### src/rtl/core_pkg.sv
// Shared definitions for the core: backup-RAM save FSM states and sector geometry.
package core_pkg;

  typedef enum logic [3:0] {
    BK_IDLE,
    BK_FILL_REQ,
    BK_FILL_WAIT,
    BK_START_SD_WR,
    BK_SD_WR,
    BK_NEXT_LBA
  } bksave_st_t;

  localparam int SECTOR_WORDS = 256;
  localparam int BK_NUM_LBA   = 64;

endpackage

### src/rtl/dpram.sv
// Two-port RAM: port A registered read, port B write, one clock.
module dpram #(
  parameter int addr_width = 8,
  parameter int data_width = 16
) (
  input  logic                  clk,
  input  logic [addr_width-1:0] addr_a,
  output logic [data_width-1:0] q_a,
  input  logic [addr_width-1:0] addr_b,
  input  logic [data_width-1:0] data_b,
  input  logic                  wren_b
);

  logic [data_width-1:0] mem [0:(1<<addr_width)-1];

  // NOTE: the array has no reset so it maps onto block RAM; contents are
  // undefined until written, and readers must not rely on them before that.
  always_ff @(posedge clk) begin
    if (wren_b) mem[addr_b] <= data_b;
    q_a <= mem[addr_a];
  end

endmodule

### src/rtl/bk_save_xfer.sv
// Backup-RAM save engine: copies the SRAM image from SDRAM sector by sector into
// a buffer, then hands each sector to the HPS over the sd_wr/sd_ack protocol.
module bk_save_xfer
  import core_pkg::*;
#(
  parameter logic [24:0] BASE_A  = 25'h0,
  parameter int          NUM_LBA = BK_NUM_LBA
) (
  input  logic        clk_sys,
  input  logic        reset,
  input  logic        bk_ena,
  input  logic        bk_save,
  output logic        busy,
  output logic [31:0] sd_lba,
  output logic        sd_wr,
  input  logic        sd_ack,
  input  logic [7:0]  sd_buff_addr,
  output logic [15:0] sd_buff_din,
  output logic [24:0] rd_a,
  output logic        rd_req,
  input  logic        rd_ack,
  input  logic [15:0] rd_d
);

  bksave_st_t  state, state_nxt;
  logic [7:0]  w, w_nxt;
  logic [31:0] lba_nxt;
  logic [24:0] rd_a_nxt;
  logic        busy_nxt, sd_wr_nxt, rd_req_nxt;
  logic        sd_ack_d;
  logic        buf_we;
  logic        rd_done;

  assign rd_done = (rd_req == rd_ack);

  // NOTE: every register here is updated with <= so all of them sample the
  // same pre-edge values; blocking writes would leak new values into later lines.
  always_ff @(posedge clk_sys) begin
    if (reset) begin
      state    <= BK_IDLE;
      busy     <= 1'b0;
      sd_wr    <= 1'b0;
      sd_lba   <= '0;
      rd_req   <= 1'b0;
      rd_a     <= '0;
      w        <= '0;
      sd_ack_d <= 1'b0;
    end else begin
      state    <= state_nxt;
      busy     <= busy_nxt;
      sd_wr    <= sd_wr_nxt;
      sd_lba   <= lba_nxt;
      rd_req   <= rd_req_nxt;
      rd_a     <= rd_a_nxt;
      w        <= w_nxt;
      sd_ack_d <= sd_ack;
    end
  end

  // NOTE: each output gets a hold-value default before the case so no path
  // leaves a variable unassigned, which would otherwise infer a latch.
  always_comb begin
    state_nxt  = state;
    busy_nxt   = busy;
    sd_wr_nxt  = sd_wr;
    lba_nxt    = sd_lba;
    rd_req_nxt = rd_req;
    rd_a_nxt   = rd_a;
    w_nxt      = w;
    buf_we     = 1'b0;
    case (state)
      BK_IDLE: begin
        if (bk_save && bk_ena) begin
          busy_nxt  = 1'b1;
          lba_nxt   = '0;
          w_nxt     = '0;
          state_nxt = BK_FILL_REQ;
        end
      end
      BK_FILL_REQ: begin
        rd_a_nxt   = BASE_A + {sd_lba[15:0], 9'b0} + {16'b0, w, 1'b0};
        rd_req_nxt = ~rd_req;
        state_nxt  = BK_FILL_WAIT;
      end
      BK_FILL_WAIT: begin
        if (rd_done) begin
          buf_we = 1'b1;
          if (w == 8'(SECTOR_WORDS - 1)) begin
            state_nxt = BK_START_SD_WR;
          end else begin
            w_nxt     = w + 8'd1;
            state_nxt = BK_FILL_REQ;
          end
        end
      end
      BK_START_SD_WR: begin
        sd_wr_nxt = 1'b1;
        state_nxt = BK_SD_WR;
      end
      BK_SD_WR: begin
        // sd_wr still high means the ack has not risen yet; once it has, wait for it to fall.
        if (sd_wr && sd_ack_d)        sd_wr_nxt = 1'b0;
        else if (!sd_wr && !sd_ack_d) state_nxt = BK_NEXT_LBA;
      end
      BK_NEXT_LBA: begin
        if (sd_lba == 32'(NUM_LBA - 1)) begin
          lba_nxt   = '0;
          busy_nxt  = 1'b0;
          state_nxt = BK_IDLE;
        end else begin
          lba_nxt   = sd_lba + 32'd1;
          w_nxt     = '0;
          state_nxt = BK_FILL_REQ;
        end
      end
      default: state_nxt = BK_IDLE;
    endcase
  end

  dpram #(.addr_width(8), .data_width(16)) sdbuf (
    .clk    (clk_sys),
    .addr_a (sd_buff_addr),
    .q_a    (sd_buff_din),
    .addr_b (w),
    .data_b (rd_d),
    .wren_b (buf_we)
  );

endmodule

### config.mk
export PLATFORM = sky130hd
export DESIGN_NAME = bk_save_xfer
export DESIGN_NICKNAME = d
export VERILOG_FILES = /design/src/rtl/core_pkg.sv /design/src/rtl/dpram.sv /design/src/rtl/bk_save_xfer.sv
export SDC_FILE = /design/constraint.sdc
export NUM_CORES = 2
export LEC_CHECK = 0
export BUFFER_PORTS_ARGS = -buffer_cell sky130_fd_sc_hd__clkbuf_2
export CORE_UTILIZATION = 55
export DETAILED_ROUTE_END_ITERATION = 10
export PLACE_DENSITY = 0.71
export SYNTH_ARGS = -nofsm -noshare
export SYNTH_HDL_FRONTEND = slang
export SYNTH_SLANG_ARGS = --single-unit
### constraint.sdc
create_clock -name clk_sys -period 4.1 [get_ports clk_sys]
set_input_delay 0.615 -clock clk_sys [delete_from_list [all_inputs] [get_ports clk_sys]]
set_output_delay 0.615 -clock clk_sys [all_outputs]
set_load 0.005 [all_outputs]
# --- Word-level counts from Yosys, hierarchy flattened ---
# Memories as Yosys holds them, arrays and structs flattened. A register that Yosys moved wholly into a read port is not among the register bits.
# Cells that the tools add are included.
classes:
  addsub: 3
  n_eq_ne: 16
  mux: 24
  n_bitwise: 1
  reduce_logical: 14
ops:
  columns: ["op", "count"]
  rows:
  - ["32-bit 2-to-1 mux", 2]
  - ["32-bit case mux with 2 select lines", 1]
  - ["32-bit by 1-bit adder with 32-bit output (second input constant)", 1]
  - ["32-bit by 6-bit == test with 1-bit output (second input constant)", 1]
  - ["8-bit 2-to-1 mux", 4]
  - ["25-bit by 9-bit adder with 25-bit output", 1]
  - ["4-bit case mux with 6 select lines", 1]
  - ["8-bit case mux with 3 select lines", 1]
  - ["4-bit 2-to-1 mux", 4]
  - ["2-bit != test (second input constant)", 8]
  - ["8-bit by 1-bit adder with 8-bit output (second input constant)", 1]
  - ["4-bit by 2-bit == test with 1-bit output (second input constant)", 2]
  - ["4-bit by 3-bit == test with 1-bit output (second input constant)", 2]
  - ["8-bit == test (second input constant)", 1]
  - ["1-bit 2-to-1 mux", 8]
  - ["5-bit AND reduction", 1]
  - ["4-bit by 1-bit == test with 1-bit output (second input constant)", 1]
  - ["4-bit zero test", 1]
  - ["1-bit case mux with 2 select lines", 2]
  - ["2-bit AND reduction", 2]
  - ["4-bit AND reduction", 1]
  - ["2-bit nonzero test", 2]
  - ["1-bit logical AND", 3]
  - ["3-bit AND reduction", 1]
  - ["5 further kinds", 6]
totals:
  regBits: 73
  ramBits: 4096
  inputBits: 30
  output_inout_bits: 76
  wordCells: 67
  mem_count: 1
memory_table:
  columns: ["memory", "depth", "width", "read_ports", "rd_clocked_by_memory_dff", "wr", "line", "source"]
  rows:
  - ["sdbuf.mem", 256, 16, 1, 1, 1, "dpram.sv:14", "logic [data_width-1:0] mem [0:(1<<addr_width)-1];"]

# --- Depth between registers and ports, before layout ---
logic_depth:
  depth_word: 5
  depth_mapped: 13
  mapped_depth_nobuf: 8

# --- Modules after synthesis ---
# From an unflattened synthesis, not the netlist that was laid out.
unflattened:
  cells_unflattened: 7803
  area_unflattened_um2: 162166.8
modules_own_cells:
  columns: ["module", "n_inst", "cells_each", "area_each_um2", "seq_area_each_um2"]
  rows:
  - ["dpram", 1, 7360, 158714.7, 123318.3]
  - ["bk_save_xfer", 1, 443, 3452.1, 1421.4]

# --- Worst setup path before layout ---
# Ideal clock, no wire load.
synth_timing:
  path_kind: "register -> register"
  from: "reg state[1]"
  to: "mem sdbuf.mem[102][0], enable pin"
  setup_ps: 388
  arrival_time_ps: 2473
  t_required_ps: 3712
  slack_ps: 1239
  path_stages_with_launch: 8
  path_buffers: 2
  synth_period_minus_slack_ps: 2861
  path_cell_list: "dfxtp_1 clkbuf_1 or3b_2 nor2_1 and2_1 nand2_1 clkbuf_1 nor2_1"
synth_between:
  elab_chain_len: 4
synth_lines:
  columns: ["element", "line", "source"]
  rows:
  - ["start: declaration", "bk_save_xfer.sv:25", "bksave_st_t state, state_nxt;"]
  - ["start signal: assignment", "bk_save_xfer.sv:49", "state <= state_nxt;"]
  - ["4-bit by 2-bit == test with 1-bit output", "bk_save_xfer.sv:71", "case (state)"]
  - ["1-bit 2-to-1 mux", "bk_save_xfer.sv:71", null]
  - ["1-bit 2-to-1 mux", "dpram.sv:19", "if (wren_b) mem[addr_b] <= data_b;"]
  - ["1-bit 2-to-1 mux (not written as such)", "dpram.sv:19", null]
  - ["end: declaration", "dpram.sv:14", null]
# Every way passes these cells.

# --- Worst setup path after layout ---
layout_timing:
  from: "reg state[1]"
  to: "mem sdbuf.mem[247][3], enable pin"
# Same word-level chain as after synthesis.

==> reports/metrics.yaml <==
status: "finished clean"
setup_ws_ns: 0.368
dr_wl_met3_mm: 48.5
hold_viol_final: 0
die_y_um: 545
synth_area_mm2: 0.162
layoutNonFillerInstCount: 12800
cp-end-kind: "flip-flop"
clk_latency_ns: 0.98
leakage_nw: 59.4
seq_area_frac_synth_pct: 77.0
rsz0062_at_grt: "false"
via_per_inst: 6.60
clock_path_buffers: 4
clockRootBuffer: "clkbuf_16"
max-slew-margin-rel_pct: 13.7
antenna_left: 0
drc: 0
grt_use_total_pct: 28.6
yosys_warnings: 0
wl_per_cell_um: 33.0
grt_first_pass_wirelength_mm: 604
ys_ff_latch: 4183
cp_max_fo: 11
drv_cap: 0
hpwlAfterDp_mm: 263
wl_mm: 424
syn_avg_cell_area_um2: 20.6
gp_congestion: 0.942
max_slew.worst_pin.slew_ns: 1.28
cts_max_level: 5
yosys_most_used_dff: "edfxtp_1"
async_reset_ff_share_pct: 0
areaGrowthSynthToFinish_pct: 13.8
drive_gt1_share_pct: 25.0
ir_drop_v: 0.000372
dp.cells: 12100
synth-edff-count: 4096
post-synth-top-area-cell: "edfxtp_1"
grt_start_max_net_pins: 153
cts_tree: "done"
hold_depth: 1
slew_violations: 0
io_buffers: 104
cts_resized: 0
ys_top_cells_by_area: "edfxtp_1 (76%), mux4_2 (11%), mux2i_1 (3.4%)"
synth_top_area_share_pct: 76.0
min_path_type: "in -> reg"
cp.arrival_ns: 4.38
required_ns: 4.74
start_kind: "flip-flop"
finalSetupViolCount: 0
post_cts.repair.setup_buffers: 0
syn_nets: 7887
drt_iter0_markers: 12200
synth_commonest_cells: "edfxtp_1 (4096), mux4_2 (805), mux2i_1 (552)"
die_x_um: 545
synth_most_common_cell: "edfxtp_1"
ioPinCount: 106
post-route-min-period_ns: 3.73
path_clk_slew_ns: 0.06
path_class: "reg -> reg"
rows: 198
drtPass1Iterations: 8
antenna_found_initial: 30
timing.fmax_mhz: 268
highest_layer: "met5"
grt-ovfl-total: 0
powerDensity_mw_per_mm2: 480
rr_worst_depth: 7
period_share_pct: 91.0
postSynthCellCount: 7852
grt_pass1_vias: 82800
cts_buffers: 416
nets: 8616
skew_ns: 0.0636
routed-wl-met2_mm: 199
place_ws_ns: -0.416
core_mm2: 0.292
n_fill_cell: 19500
total_power_w: 0.0885
yosysUniqueCellTypes: 73
clock_sinks: 4183
dieArea_mm2: 0.297
start_util_pct: 55.5
vias: 84800
met1_length_mm: 161
==> registers in the layout, indices dropped and copies added (netlist names) <==
name and cells:
rd_a 24, sdbuf.mem 4096, rd_req 1, sd_ack_d 1, busy 1, sd_lba 32, w 8, state 3
sdbuf.q_a 16, sd_wr 1
==> placed cells by master (no fill, tap or decap), types with 13 or more instances in the layout <==
master / synthesis / routed
clkbuf_8: 0 / 19
buf_4: 40 / 581
nand2_1: 185 / 169
clkbuf_1: 198 / 112
bufinv_16: 0 / 30
a211oi_1: 25 / 25
a221oi_1: 53 / 52
clkinv_1: 1 / 74
nand4_1: 15 / 15
a31oi_1: 14 / 14
nor2_2: 0 / 19
o21ai_0: 73 / 73
clkinv_2: 0 / 70
o221ai_1: 161 / 161
buf_8: 36 / 13
dfxtp_1: 87 / 87
buf_12: 10 / 93
nor2_1: 441 / 421
a21oi_1: 183 / 183
nor4_1: 40 / 38
o22ai_1: 188 / 188
nor3_1: 155 / 153
clkbuf_2: 0 / 83
xor2_1: 13 / 13
nand2_2: 0 / 16
nand3_1: 26 / 26
clkinv_16: 0 / 13
mux4_2: 805 / 805
a22oi_1: 40 / 40
clkbuf_16: 0 / 417
a22o_1: 32 / 32
and2_1: 18 / 18
edfxtp_1: 4096 / 4096
mux2i_1: 552 / 552
mux2_2: 16 / 16
==> metrics by stage <==
step | utilization (%) | setup TNS [ns] | hold WS (ns) | instance area (um^2)
final | 63.1 | 0 | 0.0515 | 184000
after global routing | 63.1 | 0 | 0.0256 | 184000
after floorplan | - | 0 | 0.453 | 162000
after CTS | 63.1 | 0 | 0.00107 | 184000
after detailed placement | 58.5 | -0.839 | 0.449 | 171000
after global placement | 58.5 | -2.36 | 0.443 | 171000
==> cells by family after synthesis <==
family,after synthesis,share of synthesized area [%]
flip-flops,4183,77.0
multiplexers,1373,14.7
AND/OR/NAND/NOR,954,2.61
AO/OA/AOI/OAI,842,3.61
buffers and inverters,477,1.88
XOR/XNOR,17,0.0920
adder cells (fa/ha/maj),5,0.0386
other,1,0.00232
==> worst paths after layout <==
path / from / to / slack [ns]
max reg2reg: state[1]$_SDFFE_PP0P_ / sdbuf.mem[247][3]$_DFFE_PP_ / 0.37
max: state[1]$_SDFFE_PP0P_ / sdbuf.mem[247][3]$_DFFE_PP_ / 0.37
min reg2reg: rd_a[17]$_SDFFE_PP0P_ / rd_a[17]$_SDFFE_PP0P_ / 0.47
min: rd_d[9] / sdbuf.mem[85][9]$_DFFE_PP_ / 0.05
==> repair_timing <==
| action | 4_1_cts | 5_1_grt |
|---|---|---|
| hold buffers | 3 | 0 |
| endpoints found under the setup margin | 0 | 0 |
| endpoints found under the hold margin | 10 | 0 |
==> per-layer routing <==
layer  up-vias  global-route usage [%]
met1     44400                    40.7
met3       753                    6.73
met5         -                       0
li1      34300                       -
met4        12                    9.70
met2      5291                    44.0
==> power by group <==
group	leakage, nW	switching, W	internal, W
sequential	37.5	0.0000776	0.0469
combinational	15.5	0.00290	0.00155
clock	6.44	0.0160	0.0210
==> final cells by class <==
class                      count  area (um^2)  area share, %
sequential                  4183       125000           67.7
inverter                       9         46.3         0.0251
tap                         3900         4880           2.65
antenna                       11         27.5         0.0149
clock inverter               216         2250           1.22
clock buffer                 543        11000           6.00
multi-input combinational   3192        34300           18.6
timing repair buffer         779         6940           3.77
==> critical path, cell delays in order, from the launching register on <==
cell	delay, ns
dfxtp_1	0.53
or3b_2	0.62
nor2_1	0.28
and2_1	0.30
nand2_2	0.41
buf_4	0.37
nor2_1	0.52
buf_4	0.35
(Power assumes the default switching activity.)
